File: src/rtl/crc_pkg.sv
// Shared types and helpers for the CRC stream engine: FSM state encoding,
// width limits and the single-bit MSB-first CRC update.
package crc_pkg;

  localparam int unsigned CRC_MIN_W  = 2;
  localparam int unsigned CRC_MAX_W  = 32;
  localparam int unsigned DATA_MAX_W = 64;

  typedef enum logic [1:0] {
    ST_IDLE  = 2'd0,
    ST_RUN   = 2'd1,
    ST_FINAL = 2'd2,
    ST_OUT   = 2'd3
  } crc_state_e;

  // One message bit into a CRC of width w, carried in a CRC_MAX_W-wide container.
  function automatic logic [CRC_MAX_W-1:0] crc_step_bit(
    input logic [CRC_MAX_W-1:0] crc,
    input logic                 d,
    input logic [CRC_MAX_W-1:0] poly,
    input int unsigned          w
  );
    logic [CRC_MAX_W-1:0] mask;
    logic [CRC_MAX_W-1:0] sh;
    logic                 fb;
    mask = {CRC_MAX_W{1'b1}} >> (CRC_MAX_W - w);
    fb   = d ^ crc[5'(w - 1)];
    sh   = (crc << 1) & mask;
    return fb ? (sh ^ (poly & mask)) : sh;
  endfunction

endpackage

File: src/rtl/crc_unroll.sv
// Combinational DATA_W-step CRC advance; data_i[DATA_W-1] is folded in first.
module crc_unroll
  import crc_pkg::*;
#(
  parameter int unsigned      CRC_W  = 8,
  parameter int unsigned      DATA_W = 8,
  parameter logic [CRC_W-1:0] POLY   = 'h07
) (
  input  logic [CRC_W-1:0]  crc_i,
  input  logic [DATA_W-1:0] data_i,
  output logic [CRC_W-1:0]  crc_o
);

  logic [CRC_W-1:0] acc;

  always_comb begin
    acc = crc_i;
    for (int i = DATA_W - 1; i >= 0; i--) begin
      acc = CRC_W'(crc_step_bit(CRC_MAX_W'(acc), data_i[i], CRC_MAX_W'(POLY), CRC_W));
    end
    crc_o = acc;
  end

endmodule

File: src/rtl/crc_stream_engine.sv
// Parametrised streaming CRC generator/checker with valid/ready framing.
// Optional CRC_CHECK_EN adds check_ok_o (raw remainder == RESIDUE).
module crc_stream_engine
  import crc_pkg::*;
#(
  parameter int unsigned      CRC_W   = 8,
  parameter logic [CRC_W-1:0] POLY    = 'h07,
  parameter logic [CRC_W-1:0] INIT    = '0,
  parameter logic [CRC_W-1:0] XOROUT  = '0,
  parameter int unsigned      DATA_W  = 8
`ifdef CRC_CHECK_EN
  ,
  parameter logic [CRC_W-1:0] RESIDUE = '0
`endif
) (
  input  logic              clk_i,
  input  logic              rst_n_i,
  input  logic              clear_i,
  input  logic              in_valid_i,
  output logic              in_ready_o,
  input  logic [DATA_W-1:0] in_data_i,
  input  logic              in_last_i,
  output logic              out_valid_o,
  input  logic              out_ready_i,
  output logic [CRC_W-1:0]  crc_out_o,
`ifdef CRC_CHECK_EN
  output logic              check_ok_o,
`endif
  output logic              busy_o
);

  crc_state_e       state_q;
  logic [CRC_W-1:0] crc_q;
  logic [CRC_W-1:0] crc_out_q;
  logic             in_ready_q;
  logic             out_valid_q;
  logic             busy_q;
  logic [CRC_W-1:0] seed_d;
  logic [CRC_W-1:0] step_d;
  logic             accept_d;

  // A new frame always starts from INIT, regardless of what crc_q holds.
  assign seed_d   = (state_q == ST_IDLE) ? INIT : crc_q;
  assign accept_d = in_valid_i & in_ready_q & ~clear_i;

  crc_unroll #(
    .CRC_W  (CRC_W),
    .DATA_W (DATA_W),
    .POLY   (POLY)
  ) u_unroll (
    .crc_i  (seed_d),
    .data_i (in_data_i),
    .crc_o  (step_d)
  );

`ifdef CRC_CHECK_EN
  logic check_ok_q;
  assign check_ok_o = check_ok_q;
`endif

  always_ff @(posedge clk_i or negedge rst_n_i) begin
    if (!rst_n_i) begin
      state_q     <= ST_IDLE;
      crc_q       <= INIT;
      crc_out_q   <= '0;
      in_ready_q  <= 1'b0;
      out_valid_q <= 1'b0;
      busy_q      <= 1'b0;
`ifdef CRC_CHECK_EN
      check_ok_q  <= 1'b0;
`endif
    end else if (clear_i) begin
      state_q     <= ST_IDLE;
      crc_q       <= INIT;
      in_ready_q  <= 1'b1;
      out_valid_q <= 1'b0;
      busy_q      <= 1'b0;
`ifdef CRC_CHECK_EN
      check_ok_q  <= 1'b0;
`endif
    end else begin
      case (state_q)
        ST_IDLE, ST_RUN: begin
          in_ready_q <= 1'b1;
          if (accept_d) begin
            crc_q  <= step_d;
            busy_q <= 1'b1;
            if (in_last_i) begin
              state_q    <= ST_FINAL;
              in_ready_q <= 1'b0;
            end else begin
              state_q <= ST_RUN;
            end
          end
        end
        ST_FINAL: begin
          crc_out_q   <= crc_q ^ XOROUT;
`ifdef CRC_CHECK_EN
          check_ok_q  <= (crc_q == RESIDUE);
`endif
          crc_q       <= INIT;
          out_valid_q <= 1'b1;
          state_q     <= ST_OUT;
        end
        ST_OUT: begin
          if (out_ready_i) begin
            state_q     <= ST_IDLE;
            out_valid_q <= 1'b0;
            busy_q      <= 1'b0;
            in_ready_q  <= 1'b1;
          end
        end
        default: state_q <= ST_IDLE;
      endcase
    end
  end

  // A beat offered during CLEAR must not look accepted to the source.
  assign in_ready_o  = in_ready_q & ~clear_i;
  assign out_valid_o = out_valid_q;
  assign crc_out_o   = crc_out_q;
  assign busy_o      = busy_q;

endmodule

File: config.mk
export PLATFORM = sky130hd
export DESIGN_NAME = crc_stream_engine
export DESIGN_NICKNAME = d
export VERILOG_FILES = /design/src/rtl/crc_pkg.sv /design/src/rtl/crc_unroll.sv /design/src/rtl/crc_stream_engine.sv
export SDC_FILE = /design/constraint.sdc
export NUM_CORES = 1
export LEC_CHECK = 0
export BUFFER_PORTS_ARGS = -buffer_cell sky130_fd_sc_hd__buf_2
export CELL_PAD_IN_SITES_DETAIL_PLACEMENT = 0
export CELL_PAD_IN_SITES_GLOBAL_PLACEMENT = 1
export CORE_MARGIN = 2
export CORE_UTILIZATION = 41
export DETAILED_ROUTE_END_ITERATION = 6
export GPL_ROUTABILITY_DRIVEN = 0
export PLACE_DENSITY_LB_ADDON = 0.1
export RECOVER_POWER = 100
export SYNTH_ARGS = -nofsm -noshare
export SYNTH_HDL_FRONTEND = slang
export SYNTH_SLANG_ARGS = --single-unit
File: constraint.sdc
create_clock -name clk_i -period 1.97 [get_ports clk_i]
set_clock_uncertainty 0.1 [all_clocks]
set_input_delay 0 -clock clk_i [delete_from_list [all_inputs] [get_ports clk_i]]
set_output_delay 0 -clock clk_i [all_outputs]
set_load 0.05 [all_outputs]
==> results by group <==
Status
  – Status: finished clean

Synth
  – Syn Nets: between 100 and 150
  – Most common cell in the netlist: dfrtp_1
  – Yosys top cell by area: dfrtp_1
  – Synth warn: 0
  – Post-synthesis async set-or-reset flop share: 100%
  – Top cells by area, synth: dfrtp_1, xnor2_1, mux2_2, xnor3_1, nand2_1
  – Primary FF master, synth: dfrtp_1
  – #FFs+latches synth: 21
  – Avg Synthesized Cell Area: 10.6 µm²
  – Synthesized cell area: approximately 1200 µm²
  – Distinct cell type count after synthesis: 26
  – Share of the synthesized area in the top cell type: between 40 and 50%
  – Register area share after synthesis: 44.4%
  – Synth Instances: 112
  – EDFF count, synth: 0
  – Synth cell count leaders: dfrtp_1, nand2_1, xnor2_1

Global routing
  – Number of global-route vias before repair: 875
  – Largest net degree at the start of global routing: 22
  – First-pass GRT wire length: between 4 and 5 mm
  – GRT Overall Usage: between 15 and 20%
  – Initial antenna violation count: 0
  – Total gr overflow: 0

Clock network
  – Worst-path clk slew: 0.11 ns
  – Clock buffer count from CTS: 3
  – Clock buffer depth: 2
  – Clk_lat worst skew: roughly 0.29 ns
  – Root buffer cell: clkbuf_4
  – Clock sinks: 21
  – Number of H-tree levels: 1
  – CTS tree: done

Place
  – Post-DP HPWL: 1.83 mm
  – Buffers on Ports: 24

Critical path
  – Crit path DAT: between 1.5 and 2 ns
  – CP bufs+invs: 0
  – Delay-heaviest family, CP: XOR/XNOR gates
  – Critical path required time: 2.05 ns
  – CP startpoint kind: flop
  – Critical path class: flop to flop
  – Slowest stage delay, CP: 0.47 ns
  – Max FO, Critical Path: 7
  – Worst Setup End Kind: flop
  – Worst-path cell chain: o21ai_1, xor2_2, xnor3_1, xnor2_1, o21ai_0
  – Slowest-stage cell, CP: xnor3_1

Detailed routing
  – Drt via density: 5.08
  – # DRC: 0
  – DR iter-0 viols: 29
  – Avg WL per Cell: 13.6 µm
  – Post-Route WL: approximately 2.4 mm
  – Total iterations of the first detailed-routing run: 4
  – Via count: 894
  – Number of routed nets with antenna violations: 0

Die
  – Die W: 57.7 µm
  – Core area: 2760 µm²
  – Die area: 3330 µm²
  – Die H: 57.7 µm
  – Row cnt: 19
  – Initial Util: 42.9%
  – IO Count: 25

STA
  – Fin. max-slew vios: 0
  – Setup TNS: 0 ns
  – RSZ-0062 raised after global routing: false
  – Hold Fails Final Rpt: 0
  – Slew @ Worst Pin: 1.13 ns
  – FMAX: 546 MHz
  – Crit share post-route: 93.0%
  – Final setup viols: 0
  – Fin crit period: between 1.5 and 2 ns
  – Relative slew slack: 24.4%

Power
  – Peak VDD IR: 0.000597 V
  – Leak: 0.615 nW
  – Total power density per cell area: ~940 nW/µm²
  – Pwr Total: 1.32 mW

Cells and area
  – Ant diodes: 0
  – P&R area growth vs syn: 19.0%
  – Final-stage net count: 160
  – Share of cells above drive strength 1: a little under a fifth
  – Filler Cell Count: 261

Worst hold path
  – Hold Path Class: primary input to flop

Run
  – Max_cap viols: 0
## sequential cells by signal, summed over array words and instances, names as in the netlist
name	count
crc_q	8
state_q	2
crc_out_o	8
busy_o	1
out_valid_o	1
in_ready_q	1
## where the power goes
part	total (mW)	switching, mW	internal (mW)
Clock	0.196	0.118	0.0787
Sequential	0.574	0.0656	0.508
Combinational	0.549	0.347	0.202
Total	1.32	0.530	0.788
## logic make-up after synthesis
group | share of synthesized area (%)
AND/OR/NAND/NOR | 14.9
XOR/XNOR | 22.3
flip-flops | 44.4
AO/OA/AOI/OAI | 8.99
multiplexers | 7.62
buffers and inverters | 1.69
## what timing repair did
action	4_1_cts	5_1_grt
setup buffers	0	0
hold buffers	7	0
hold endpoints to repair	26	0
gates resized for setup	0	0
## stage by stage
| step | instance area [µm²] | hold slack [ns] | util (%) | std cells | worst slack [ns] |
|---|---|---|---|---|---|
| finish | 1410 | 0.0130 | 51.0 | 176 | 0.138 |
| global route | 1410 | 0.0165 | 51.0 | 176 | 0.0220 |
| detailed placement | 1340 | -0.123 | 48.5 | 165 | 0.183 |
| global placement | 1340 | -0.115 | 48.5 | 165 | 0.257 |
| CTS | 1430 | 0.00313 | 52.0 | 176 | 0.160 |
| floorplan | 1180 | -0.396 | - | 112 | 0.327 |
## metal layers
metal | up-vias | track usage (%) | wire (µm) | share of wire, %
li1 | 446 | - | - | -
met1 | 431 | 26.0 | 1230 | 52
met2 | 15 | 23.5 | 1070 | 45
met3 | 2 | 2.01 | 73 | 3.1
met4 | 0 | 5.98 | 16 | 0.67
met5 | - | 0 | 0 | 0
## layout by cell type (no fill, tap or decap), types with 3 or more instances in the layout
cell type and instances:
a21oi_1 6, dlygate4sd3_1 7, nor2b_1 3, xnor3_1 4, nand2_1 16, buf_2 12
nor2_1 9, nand3_1 4, xor2_1 5, o21ai_0 5, clkbuf_1 14, mux2_2 8
xnor2_1 13, dfrtp_1 21, o21ai_1 3, clkbuf_4 3
## final timing paths
check / to / slack (ns) / startpoint / depth (start not counted)
worst max-delay path: crc_q[2]$_DFFE_PN0P_ / 0.14 / state_q[0]$_DFFE_PN0P_ / 5
worst min-delay path: crc_q[3]$_DFFE_PN0P_ / 0.01 / in_data_i[3] / 4
worst max register to register: crc_q[2]$_DFFE_PN0P_ / 0.14 / state_q[0]$_DFFE_PN0P_ / 5
worst min register to register: crc_out_o[0]$_DFFE_PN0P_ / 0.42 / crc_out_o[0]$_DFFE_PN0P_ / 1
max in group asynchronous: in_ready_q$_DFFE_PN0P_ / 0.76 / rst_n_i / 2
min in group asynchronous: crc_q[0]$_DFFE_PN0P_ / 0.34 / rst_n_i / 2
## worst min-delay path: cells and delay by family
| kind | cells | cell delay [ns] |
|---|---|---|
| xor+xnor | 2 | 0.22 |
| buf+inv | 1 | 0.11 |
| compound gates | 1 | 0.05 |
## layout make-up
class	count	area [µm²]	share of cell area [%]
Tap cell	31	38.8	2.76
Clock buffer	4	26.3	1.87
Sequential cell	21	526	37.3
Multi-Input combinational cell	87	633	45.0
Timing Repair Buffer	33	184	13.1
No activity file was read; power rests on OpenSTA's default activity.
